--- src/rtl/serial_adder_pkg.sv ---
// Shared types and constants for the bit-serial adder.
package serial_adder_pkg;

  typedef enum logic [1:0] {
    IDLE  = 2'd0,
    SHIFT = 2'd1,
    DONE  = 2'd2
  } state_t;

  localparam int WIDTH_DEFAULT = 8;

endpackage

--- src/rtl/serial_adder_fa_bit.sv ---
// One-bit full adder assembled from two half-adder stages and an OR.
module fa_bit (
  input  logic x,
  input  logic y,
  input  logic cin,
  output logic s,
  output logic cout
);

  logic ha1_s;
  logic ha1_c;
  logic ha2_c;

  assign ha1_s = x ^ y;
  assign ha1_c = x & y;
  assign s     = ha1_s ^ cin;
  assign ha2_c = ha1_s & cin;
  assign cout  = ha1_c | ha2_c;

endmodule

--- src/rtl/serial_adder.sv ---
// Bit-serial adder: one result bit per enabled cycle, LSB first, valid/ready on both sides.
// Define SERIAL_ADDER_OVF_EN to build the signed-overflow flag; otherwise ovf is tied low.
//
// state | meaning
// IDLE  | waiting for operands, in_ready high
// SHIFT | adding one bit per enabled cycle, WIDTH cycles
// DONE  | result held on outputs until consumed
module serial_adder
  import serial_adder_pkg::*;
#(
  parameter int WIDTH = WIDTH_DEFAULT
) (
  input  logic             clk,
  input  logic             rst_n,
  input  logic             ena,
  input  logic             in_valid,
  output logic             in_ready,
  input  logic [WIDTH-1:0] a,
  input  logic [WIDTH-1:0] b,
  output logic             out_valid,
  input  logic             out_ready,
  output logic [WIDTH-1:0] sum,
  output logic             carry,
  output logic             ovf
);

  localparam int CNT_W = $clog2(WIDTH + 1);

  state_t             state;
  logic [WIDTH-1:0]   a_sh;
  logic [WIDTH-1:0]   b_sh;
  logic [WIDTH-1:0]   sum_sh;
  logic               cy;
  logic [CNT_W-1:0]   cnt;
  logic               in_ready_q;
  logic               out_valid_q;
  logic [WIDTH-1:0]   sum_q;
  logic               carry_q;
  logic               bit_s;
  logic               bit_c;
  logic               last_bit;
  logic [WIDTH-1:0]   sum_next;
`ifdef SERIAL_ADDER_OVF_EN
  logic               ovf_q;
`endif

  fa_bit u_fa (
    .x    (a_sh[0]),
    .y    (b_sh[0]),
    .cin  (cy),
    .s    (bit_s),
    .cout (bit_c)
  );

  assign last_bit = (cnt == CNT_W'(WIDTH - 1));
  assign sum_next = {bit_s, sum_sh[WIDTH-1:1]};

  always_ff @(posedge clk or negedge rst_n) begin
    if (!rst_n) begin
      state       <= IDLE;
      a_sh        <= '0;
      b_sh        <= '0;
      sum_sh      <= '0;
      cy          <= 1'b0;
      cnt         <= '0;
      in_ready_q  <= 1'b1;
      out_valid_q <= 1'b0;
      sum_q       <= '0;
      carry_q     <= 1'b0;
`ifdef SERIAL_ADDER_OVF_EN
      ovf_q       <= 1'b0;
`endif
    end else if (ena) begin
      case (state)
        IDLE: begin
          if (in_valid) begin
            a_sh       <= a;
            b_sh       <= b;
            sum_sh     <= '0;
            cy         <= 1'b0;
            cnt        <= '0;
            in_ready_q <= 1'b0;
            state      <= SHIFT;
          end
        end
        SHIFT: begin
          a_sh   <= a_sh >> 1;
          b_sh   <= b_sh >> 1;
          sum_sh <= sum_next;
          cy     <= bit_c;
          cnt    <= cnt + CNT_W'(1);
          if (last_bit) begin
            // On the last bit a_sh[0]/b_sh[0] are the operand sign bits.
            state       <= DONE;
            out_valid_q <= 1'b1;
            sum_q       <= sum_next;
            carry_q     <= bit_c;
`ifdef SERIAL_ADDER_OVF_EN
            ovf_q       <= (a_sh[0] == b_sh[0]) & (bit_s != a_sh[0]);
`endif
          end
        end
        DONE: begin
          if (out_ready) begin
            out_valid_q <= 1'b0;
            in_ready_q  <= 1'b1;
            state       <= IDLE;
          end
        end
        default: begin
          state       <= IDLE;
          in_ready_q  <= 1'b1;
          out_valid_q <= 1'b0;
        end
      endcase
    end
  end

  assign in_ready  = in_ready_q;
  assign out_valid = out_valid_q;
  assign sum       = sum_q;
  assign carry     = carry_q;
`ifdef SERIAL_ADDER_OVF_EN
  assign ovf       = ovf_q;
`else
  assign ovf       = 1'b0;
`endif

endmodule

--- config.mk ---
export PLATFORM = sky130hd
export DESIGN_NAME = serial_adder
export DESIGN_NICKNAME = d
export VERILOG_FILES = /design/src/rtl/serial_adder_pkg.sv /design/src/rtl/serial_adder_fa_bit.sv /design/src/rtl/serial_adder.sv
export SDC_FILE = /design/constraint.sdc
export NUM_CORES = 1
export LEC_CHECK = 0
export CAP_MARGIN = 15
export CORE_MARGIN = 5
export CORE_UTILIZATION = 30
export DETAILED_ROUTE_END_ITERATION = 12
export PLACE_DENSITY = 0.51
export REMOVE_ABC_BUFFERS = 1
export SYNTH_ARGS = -nofsm -noshare
export SYNTH_HDL_FRONTEND = slang
export SYNTH_HIERARCHICAL = 1
export SYNTH_SLANG_ARGS = --single-unit
--- constraint.sdc ---
create_clock -name clk -period 1.6 [get_ports clk]
set_input_delay 0.32 -clock clk [delete_from_list [all_inputs] [get_ports clk]]
set_output_delay 0.32 -clock clk [all_outputs]
set_load 0.02 [all_outputs]
==> insert_results.sql <==
INSERT INTO impl_metrics (metric_group, metric, value, unit) VALUES
('logic_synthesis', 'synth_ff_type', 'dfrtp_1', ''),
('power', 'sw_frac_of_total', '0.2940', ''),
('layout', 'design_area', '2436', 'µm²'),
('placement', 'buffer_ports.inserted', '31', ''),
('logic_synthesis', 'postSynthCellCount', '150', ''),
('setup_path', 'timing.critical_path.cells', 'ha_1 -> and3b_1 -> and2_4 -> mux2_4', ''),
('global_routing', 'grt_max_degree', '20', ''),
('setup_path', 'setup.worst_path.start_class', 'flip-flop', ''),
('drt', 'detail-route-antenna-nets', '0', ''),
('setup_path', 'critical_path_arrival', '1.71', 'ns'),
('clock_network', 'clk_root_buffer_cell', 'clkbuf_8', ''),
('layout', 'antenna_cells_inserted', '0', ''),
('drt', 'drtIter0Drc', '45', ''),
('layout', 'layout_commonest_cell', 'dfrtp_1', ''),
('flow_run', 'max_cap_violations', '0', ''),
('placement', 'placed_inst_area', '2271', 'µm²'),
('power', 'share_comb_of_total_power', '0.281', ''),
('logic_synthesis', 'async_set_or_reset_flop_fraction_in_the_synthesized_netlist', '1.000', ''),
('power', 'vdd.ir_drop.worst', '0.4506', 'mV'),
('power', 'pwr-share-clk', '0.282', ''),
('setup_path', 'cpMaxStageDelayCell', 'dfrtp_1', ''),
('drt', 'drt_pass1_iterations', '4', ''),
('power', 'total_power', '3.577', 'mW'),
('hold_path', 'worst_hold_path_type', 'in2async', ''),
('logic_synthesis', 'synth_sequential_area_ratio', '0.5521', ''),
('power', 'leakagePower', '1.287', 'nW'),
('layout', 'layout-drive-gt1-share', '0.1702', ''),
('clock_network', 'cts_sinks', '41', ''),
('drt', 'route.final.wire_length', '4037', 'µm'),
('clock_network', 'cts_buffer_depth', '2', ''),
('global_routing', 'global_route.usage.total', '0.1118', ''),
('clock_network', 'cts_tree', 'yes', ''),
('die', 'floorplan.initialDensity', '0.3106', ''),
('layout', 'fill_cells', '589', ''),
('status', 'status', 'finished clean', ''),
('power', 'power_switching', '1.052', 'mW'),
('clock_network', 'clock_latency', '0.29', 'ns'),
('setup_path', 'cpPeakStageDelay', '0.38', 'ns'),
('sta', 'timing.final.crit_share', '0.9555', ''),
('power', 'intPower', '2.525', 'mW'),
('sta', 'finalClockSkew', '0.007892', 'ns'),
('setup_path', 'crit_family', 'simple AND/OR/NAND/NOR gates', ''),
('power', 'pwr_density_cell', '1468', 'nW/µm²'),
('setup_path', 'worst-endpoint-required', '1.79', 'ns'),
('clock_network', 'h_tree_levels', '2', ''),
('sta', 'finalMaxSlewViolations', '0', ''),
('setup_path', 'r2r-end', 'sum[3]', ''),
('layout', 'finalCoreUtilization', '0.4066', ''),
('sta', 'fmaxAchievable', '0.6541', 'GHz'),
('global_routing', 'grt_pass1_wl', '6741', 'µm'),
('die', 'io_pins', '33', ''),
('global_routing', 'via_count_of_the_first_global_routing_pass', '1410', ''),
('drt', 'drcViolationCount', '0', ''),
('layout', 'post_synthesis_to_final_layout_area_growth', '30.93', '%'),
('die', 'fp.dieH', '88.75', 'µm'),
('logic_synthesis', 'syn_area', '1861', 'µm²'),
('logic_synthesis', 'synth_edf_count', '0', ''),
('sta', 'setup_repair_after_global_routing_missed_its_margin', 'false', ''),
('placement', 'place_ws', '-0.1721', 'ns'),
('logic_synthesis', 'synth.ff_latch_count', '41', ''),
('sta', 'finalCriticalPeriod', '1.529', 'ns'),
('setup_path', 'critical_path.max_fanout', '5', ''),
('power', 'sequentialPowerShare', '0.438', ''),
('clock_network', 'cts-buffers-inserted', '5', ''),
('placement', 'place_hpwl', '2814', 'µm'),
('drt', 'route.detailed.vias_per_inst', '4.935', ''),
('logic_synthesis', 'synth.distinct_cells', '36', ''),
('drt', 'via_count', '1298', ''),
('setup_path', 'critical_path.startpoint', 'cnt[0]', ''),
('clock_network', 'clock_transition_at_the_registers_of_the_reported_paths', '0.09', 'ns'),
('sta', 'finalHoldViolations', '0', '');
-- power groups by stage --
stage / logic [mW] / clock network, mW / registers (mW)
5_1_grt: 1.11 / 1.08 / 1.62
3_5_place_dp: 1.04 / 0 / 1.59
2_1_floorplan: 0.566 / 0 / 1.61
6_report: 1.00 / 1.01 / 1.56
3_3_place_gp: 1.01 / 0 / 1.57
4_1_cts: 1.03 / 1.03 / 1.57
-- layer usage --
metal,wire [µm],GRT usage,part of all wire
met5,0,0,0
met4,87,0.05632,0.022
met3,131,0.02421,0.032
met2,2059,0.1808,0.51
met1,1758,0.1406,0.44
-- state kept, by name (all words and copies together), names as in the netlist --
signal	cells
b_sh	8
state	2
carry	1
out_valid	1
cy	1
sum_sh	7
cnt	4
a_sh	8
in_ready	1
sum	8
-- area by class of cell --
cell class                      instances  area, µm²  share of cell area
Clock buffer                            5      68.82             0.02825
Tap cell                               75      93.84             0.03852
Multi-Input combinational cell         96      753.2              0.3092
Inverter                                2      7.507            0.003082
Timing Repair Buffer                   41      416.7              0.1710
Sequential cell                        41       1027              0.4217
Clock inverter                          3      68.82             0.02825
-- worst max-delay path by stage --
stage	end	slack (ns)
6_report	sum[3]	0.07
3_5_place_dp	sum[6]	-0.17
5_1_grt	sum[6]	0.006
3_3_place_gp	carry	-0.14
4_1_cts	sum[2]	0.001
2_1_floorplan	cnt[3]	-0.11
-- kinds of logic after synthesis --
family | Yosys count | synth area share
AO/OA/AOI/OAI | 51 | 0.1668
adder cells (fa/ha/maj) | 2 | 0.01748
buffers and inverters | 14 | 0.04774
flip-flops | 41 | 0.5521
multiplexers | 24 | 0.1540
other | 1 | 0.002016
AND/OR/NAND/NOR | 17 | 0.05986
-- what timing repair did --
action | 4_1_cts | 5_1_grt
gates resized for setup | 5 | 7
cloned | 0 | 1
setup endpoints to repair | 5 | 15
hold endpoints to repair | 16 | 0
hold buffers | 1 | 0
-- cells in the mapped netlist, drive strengths merged, types with 2 or more instances --
cell type and n:
clkbuf 2, nand3 3, dfrtp 40, inv 2, buf 10, mux2i 14, and3b 3, a21oi 2
a22o 9, nand2 3, mux2 10, o21ai 32
-- metrics by stage --
step,TNS [ns],hold WS (ns)
after CTS,0,0.4972
after global routing,0,0.5167
final,0,0.4875
after detailed placement,-4.016,0.2795
after global placement,-3.047,0.2767
after floorplan,-0.2870,0.02441
Note: power is estimated with default switching activity, not from simulation.
